**src/rtl/cdc_fifo_wr_packer.sv**
```systemverilog
// Write-side front end of the async CDC FIFO (w_clk domain).
// Packs RATIO narrow valid/ready lanes into one FIFO word with a per-lane
// keep mask, and pushes completed words to the write-pointer block through
// a one-word output register. An optional almost-full holdoff stops new
// words from starting so a packet is not split across a full condition.
module cdc_fifo_wr_packer #(
    parameter int IN_WIDTH   = 8,
    parameter int RATIO      = 4,
    parameter int AF_HOLDOFF = 1
) (
    input  logic                      w_clk,
    input  logic                      w_rst_n,
    input  logic                      s_valid,
    output logic                      s_ready,
    input  logic [IN_WIDTH-1:0]       s_data,
    input  logic                      s_last,
    input  logic                      w_flush,
    input  logic                      w_full,
    input  logic                      w_almost_full,
    output logic                      w_inc,
    output logic [IN_WIDTH*RATIO-1:0] w_data,
    output logic [RATIO-1:0]          w_keep,
    output logic                      w_busy
);

    localparam int DATA_WIDTH = IN_WIDTH * RATIO;
    localparam int LANE_W     = (RATIO > 1) ? $clog2(RATIO) : 1;
    localparam logic [LANE_W-1:0] LAST_LANE = LANE_W'(RATIO - 1);

    // Accumulator: the word currently being filled, or a closed word
    // (acc_done) waiting for the output register to free up.
    logic [DATA_WIDTH-1:0] acc_data;
    logic [RATIO-1:0]      acc_keep;
    logic [LANE_W-1:0]     acc_lane;
    logic                  acc_done;

    // Output register: the word presented to the write-pointer block.
    logic [DATA_WIDTH-1:0] out_data;
    logic [RATIO-1:0]      out_keep;
    logic                  out_valid;

    logic                  holdoff;
    logic                  xfer;
    logic                  accept;
    logic                  close;
    logic                  done_next;
    logic [RATIO-1:0]      lane_onehot;
    logic [RATIO-1:0]      keep_next;

    // Handshake, transfer and word-close decisions for this cycle.
    always_comb begin
        // NOTE: every signal driven here gets a value before any condition,
        // so no path leaves one unassigned and no latch is inferred.
        holdoff     = 1'b0;
        lane_onehot = RATIO'(1) << acc_lane;
        keep_next   = '0;
        close       = 1'b0;
        done_next   = 1'b0;

        // A new word may only be held off before its first lane arrives.
        if (AF_HOLDOFF != 0)
            holdoff = w_almost_full & (acc_keep == '0) & ~acc_done;

        w_inc   = out_valid & ~w_full;
        xfer    = acc_done & (~out_valid | w_inc);
        // Ready is forced low while reset is asserted so nothing is taken
        // into an accumulator that is being cleared.
        s_ready = w_rst_n & (~acc_done | xfer) & ~holdoff;
        accept  = s_valid & s_ready;

        // Keep mask after this cycle: cleared by a transfer, then the
        // accepted lane (if any) added on top.
        keep_next = xfer ? '0 : acc_keep;
        if (accept)
            keep_next = keep_next | lane_onehot;

        close = (accept & ((acc_lane == LAST_LANE) | s_last))
              | (w_flush & (keep_next != '0));
        done_next = (acc_done & ~xfer) | close;
    end

    // Accumulator: write the accepted lane, track fill position and closure.
    always_ff @(posedge w_clk or negedge w_rst_n) begin
        if (!w_rst_n) begin
            // NOTE: the data array is reset too, because w_data must read
            // zero after reset rather than stale contents.
            acc_data <= '0;
            acc_keep <= '0;
            acc_lane <= '0;
            acc_done <= 1'b0;
        end else begin
            // NOTE: state updates use non-blocking assignments so every
            // register samples the pre-edge values computed above.
            if (accept)
                acc_data[acc_lane*IN_WIDTH +: IN_WIDTH] <= s_data;
            acc_keep <= keep_next;
            acc_done <= done_next;
            if (close)
                acc_lane <= '0;
            else if (accept)
                acc_lane <= acc_lane + LANE_W'(1);
        end
    end

    // Output register: load a closed word, drop it once it has been pushed.
    always_ff @(posedge w_clk or negedge w_rst_n) begin
        if (!w_rst_n) begin
            out_data  <= '0;
            out_keep  <= '0;
            out_valid <= 1'b0;
        end else if (xfer) begin
            out_data  <= acc_data;
            out_keep  <= acc_keep;
            out_valid <= 1'b1;
        end else if (w_inc) begin
            out_valid <= 1'b0;
        end
    end

    assign w_data = out_data;
    assign w_keep = out_keep;
    assign w_busy = (acc_keep != '0) | acc_done | out_valid;

endmodule

```
**config.mk**
```make
export PLATFORM = sky130hd
export DESIGN_NAME = cdc_fifo_wr_packer
export DESIGN_NICKNAME = d
export VERILOG_FILES = /design/src/rtl/cdc_fifo_wr_packer.sv
export SDC_FILE = /design/constraint.sdc
export NUM_CORES = 1
export LEC_CHECK = 0
export ABC_AREA = 1
export CAP_MARGIN = 25
export CELL_PAD_IN_SITES_DETAIL_PLACEMENT = 0
export CELL_PAD_IN_SITES_GLOBAL_PLACEMENT = 1
export CORE_MARGIN = 3
export CORE_UTILIZATION = 36
export DETAILED_ROUTE_END_ITERATION = 10
export GPL_TIMING_DRIVEN = 0
export PLACE_DENSITY = 0.77
export SYNTH_ARGS = -nofsm -noshare
export SYNTH_HDL_FRONTEND = slang
export SYNTH_SLANG_ARGS = --single-unit
```
**constraint.sdc**
```tcl
create_clock -name w_clk -period 2.3 [get_ports w_clk]
set_input_delay 0.575 -clock w_clk [delete_from_list [all_inputs] [get_ports w_clk]]
set_output_delay 0.575 -clock w_clk [all_outputs]
set_load 0.05 [all_outputs]
```
# Word-level counts from Yosys, hierarchy flattened

Cells that the tools add are included.

Flip-flop bits (word level): 76
Input port bits: 15
Output and inout port bits: 39
Word-level logic and storage cells: 48

$add $sub $neg: 2
Equality and inequality tests: 1
Shift-type cells: 3
Muxes and demuxes: 7
Bitwise operators: 23
Reduce and logical (&&, ||, !) cells: 5

Operators with widths:

| operator                                                                | count |
|---|---|
| 5-bit negator with 34-bit output                                        | 1 |
| 8-bit by 34-bit variable shift with 32-bit output, first input constant | 1 |
| 8-bit by 34-bit variable part select with 32-bit output                 | 1 |
| 32-bit bitwise mux                                                      | 1 |
| 1-bit AND                                                               | 10 |
| 4-bit two-way mux                                                       | 2 |
| 4-bit nonzero test                                                      | 2 |
| 1-bit OR                                                                | 7 |
| 1-bit NOT                                                               | 5 |
| 4-bit logical NOT                                                       | 1 |
| 2-bit two-way mux                                                       | 2 |
| 4-bit OR                                                                | 1 |
| 2-bit nonzero test                                                      | 2 |
| 1-bit by 2-bit left shift with 4-bit output, first input constant       | 1 |
| 2-bit by 1-bit adder with 2-bit output, second input constant           | 1 |
| 2-bit == test, second input constant                                    | 1 |
| 1-bit two-way mux                                                       | 2 |

# Longest topological paths before layout

Gate-level depths: netlist of the first run.

Word-level depth: 13
Depth in mapped cells: 12
Depth with buffers taken out: 10

# Worst setup path before layout of the first run

No wires, ideal clock.

Kind: register to register
Start point: register acc_lane[0]
End point: register acc_data[16]
Setup time: 83 ps
Data arrival time: 2,299 ps
Required time: 2,217 ps
Path slack: -82 ps
Cell stages (with the launch flop): 11
Path buffers: 4
Clock period less this slack: 2,382 ps
Cell sequence: dfrtp_1 -> clkbuf_1 -> clkbuf_1 -> inv_1 -> ha_1 -> buf_2 -> inv_1 -> clkbuf_1 -> nor2_1 -> nand3_1 -> o21ai_0

Cells in the longest elaborated chain, start to end: 3
Elaborated cells between the ends (all ways): 4
Those cells by class: add/sub: 1; shift: 2; mux: 1

RTL lines:

| item                                                                                                                                | line | source |
|---|---|---|
| from (decl)                                                                                                                         | 34   | `logic [LANE_W-1:0] acc_lane;` |
| from (signal assigned)                                                                                                              | 101  | `acc_lane <= acc_lane + LANE_W'(1);` |
| 5-bit negator with 34-bit output (*)                                                                                                | 95   | `acc_data[acc_lane*IN_WIDTH +: IN_WIDTH] <= s_data;` |
| 8-bit by 34-bit variable part select with 32-bit output / 8-bit by 34-bit variable shift with 32-bit output (equally long branches) | 95   |  |
| 32-bit bitwise mux (*)                                                                                                              | 95   |  |
| to (signal, indexed assignment)                                                                                                     | 95   |  |
| to (decl)                                                                                                                           | 32   | `logic [DATA_WIDTH-1:0] acc_data;` |

Every way passes the cells marked *; elsewhere a longest branch is shown, timed or not.
A chain may end at the register's enable or synchronous reset.

# Final worst setup path of the first run

Start point: input w_full
End point: output w_inc

Cells in the longest elaborated chain, start to end: 2

RTL lines:

| item        | line | source |
|---|---|---|
| from (decl) | 18   | `input logic w_full,` |
| 1-bit NOT   | 64   | `w_inc = out_valid & ~w_full;` |
| 1-bit AND   | 64   |  |
| to (decl)   | 20   | `output logic w_inc,` |

Every way passes these cells.

==> impl_results.md, run 1 <==
- Largest net degree at the start of global routing: 63
- DP Area: 3930 um2
- ANT nets after route: 0
- Leak: approximately 1.9 nW
- Period Utilization, post-route: 0.9681
- Final Util: 0.4949
- Final RePlAce weighted congestion: around 0.83
- DR vias: 2440
- Row cnt: 33
- Die height: 100.9 um
- # DRC: 0
- Post-CTS Hold Buffers: 0
- Mapped cell area: 3239 um2
- Synth area leaders: dfrtp_1 (59%), o21ai_0 (9.9%), nand2_1 (6.1%)
- CTS buffer count: 9
- Antenna violations before repair: 0
- Area leader, netlist: dfrtp_1
- Setup crit start kind: primary input
- Clk_lat worst skew: 0.34 ns
- Fill cells: slightly below 800
- Worst Path Class, Setup: in2out
- Worst-Margin Slew: 0.5024 ns
- Slew HR: 0.6640
- Clk_skew: 0.005868 ns
- Max stage delay on crit path: 0.53 ns
- Synth cell types: 20
- Fraction of layout cells with a size suffix above 1: 0.1095
- Final hold violations: 0
- PortBufs: 53
- Initial core utilization: 0.3827
- Die Area: between 10000 and 15000 um2
- Hold Crit Class: in2async
- Number of antenna diodes: 0
- WP buf/inv: 2
- CTS H-Tree Depth: 3
- Die Width: 100.9 um
- Root buf cell: clkbuf_8
- PD cells: 1519 nW/um2
- Syn_area_per_cell: 9.556 um2
- CTS tree: built
- Iteration-0 DRC Markers: 55
- Fin. max-slew vios: 0
- WL/cell: 13.96 um
- CP max-delay cell: dlygate4sd2_1
- Arr. time, crit path: around 1.7 ns
- Highest Clock Rate: 0.4491 GHz
- Post-synthesis register bit count: 76
- Area grow syn2layout: 29.32%
- Fin nets: between 400 and 500
- Finished Layout Cells: 516
- Worst path required time: 1.73 ns
- Max_cap viols: 0
- I/O pins: 54
- Max clock buf depth: 2
- Crit Path Max Fanout: 3
- Inst Count DP: 498
- GR Util All Layers: 0.1530
- Final setup vio count: 0
- Minimum clock period: 2.227 ns
- Core Footprint: 8464 um2
- Synth async-reset ratio: 1.000
- Sequential element share of the synthesized area: 0.5871
- Peak supply drop: around 0.6 mV
- Syn Inst Count: 339
- Final hold slack: 0.05709 ns
- Vias per inst: roughly 4.7
- Post-Layout Inst Area: 4189 um2
- DRT Pass-1 Iters: 4
- CP Cell Sequence: clkdlybuf4s50_1 -> nor2_1 -> dlygate4sd2_1
- WL final: 7203 um
- Vias in the first global route: 2450
- Critical Path End Type: primary output
- Outcome: finished clean
- Reg clk slew, reported paths: about 0.07 ns
- Largest delay share family, worst path: buffers and inverters
- Share of the synthesized area in the top cell type: 0.5871
- Most common cell in the netlist: dfrtp_1
- EDFF count, synth: 0
- Total gr overflow: 0
- Total power draw: 6.365 mW
- Syn nets: 362
- Clock Sink Count: 76
- Commonest cells in the netlist: dfrtp_1 (76), o21ai_0 (64), nand2_1 (53)
- Warnings, synthesis: 0
- DP Wirelength: just over 5000 um
- Prevailing post-synth register cell: dfrtp_1
- First-pass GRT wire length: roughly 12000 um
## layer usage
layer,track usage,up-vias,share of wire
li1,-,1233,-
met1,0.2154,1155,0.49
met2,0.2304,43,0.45
met3,0.02768,9,0.038
met4,0.06839,0,0.018
met5,0,-,0
## power breakdown
group,switching [mW],total [mW],internal [mW]
Clock,0.470,0.988,0.519
Sequential,0.253,2.17,1.92
Combinational,2.20,3.21,1.01
## path summary, 6_finish.rpt
| check | start | endpoint | slack, ns | cells after the start |
|---|---|---|---|---|
| setup / recovery | w_full | w_inc | 0.07 | 3 |
| hold / removal | w_rst_n | w_data[21]$_DFFE_PN0P_ | 0.06 | 1 |
| setup reg to reg | acc_lane[0]$_DFFE_PN0P_ | acc_data[6]$_DFFE_PN0P_ | 0.23 | 10 |
| hold reg to reg | w_data[30]$_DFFE_PN0P_ | w_data[30]$_DFFE_PN0P_ | 0.48 | 2 |
| max in group asynchronous | w_rst_n | w_data[29]$_DFFE_PN0P_ | 1.81 | 2 |
| min in group w_clk | w_data[30]$_DFFE_PN0P_ | w_data[30]$_DFFE_PN0P_ | 0.48 | 2 |
## area by class of cell
type | count | area, um2 | area share
tap | 105 | 131.4 | 0.03136
sequential | 76 | 1903 | 0.4543
timing repair buffer | 58 | 605.6 | 0.1446
clock inverter | 5 | 52.55 | 0.01254
clock buffer | 10 | 137.6 | 0.03286
buffer | 16 | 108.9 | 0.02599
inverter | 51 | 191.4 | 0.04570
multi-input combinational | 195 | 1059 | 0.2527
## stage by stage
step,TNS (ns),worst slack (ns)
finish,0,0.07344
floorplan,0,0.07414
detailed placement,-9.717,-0.6322
CTS,0,0.01254
global placement,-248.06,-3.370
global route,-0.01189,-0.006663
## cell usage in the layout, fill, tap and decap left out, drive strengths merged
master / instances
a21oi: 1
and3: 1
buf: 16
bufinv: 1
clkbuf: 17
clkdlybuf4s50: 49
clkinv: 3
clkinvlp: 1
dfrtp: 76
dlygate4sd2: 2
ha: 8
inv: 51
mux2: 3
nand2: 54
nand3: 19
nand4: 21
nor2: 21
o211ai: 1
o21ai: 65
xor2: 1
## registers in the layout, summed over array words and instances (netlist names)
name	count
acc_data	32
w_data	32
acc_done	1
acc_lane	2
w_keep	4
acc_keep	4
out_valid	1
## worst register-to-register path, stage by stage, from the launching register on
cell and delay (ns):
dfrtp_2 0.43, buf_6 0.17, buf_4 0.18, inv_1 0.10, ha_1 0.30, clkbuf_4 0.17, inv_1 0.08, nand2_1 0.06
nor2_2 0.31, nand3_1 0.12, o21ai_0 0.09
## kinds of logic (layout without fill, tap and decap cells)
family                     after synthesis  in the layout  synth area share
xor gates and xnor gates                 1              1          0.002704
adders and majority gates                8              8           0.03090
AOI/OAI and AO/OA                       67             67            0.1078
DFF                                     76             76            0.5871
muxes                                    3              3           0.01043
and+or+nand+nor                        116            116            0.1719
buffers and inverters                   68            140           0.08922
## repair_timing
action	in CTS	in global routing
setup endpoints to repair	38	36
pin swaps	0	1
buffers inserted	0	3
resized for setup	15	8
gates cloned	0	1
Note: power is estimated with default switching activity, not from simulation.
==> run 2: changes to the inputs <==
--- a/config.mk
+++ b/config.mk
@@ -12,6 +12,7 @@
 export CORE_MARGIN = 3
 export CORE_UTILIZATION = 36
 export DETAILED_ROUTE_END_ITERATION = 10
+export GPL_ROUTABILITY_DRIVEN = 0
 export GPL_TIMING_DRIVEN = 0
 export PLACE_DENSITY = 0.77
 export SYNTH_ARGS = -nofsm -noshare
==> results of run 2 <==
Same layout as run 1: the final DEF is identical, and so are final timing and power.
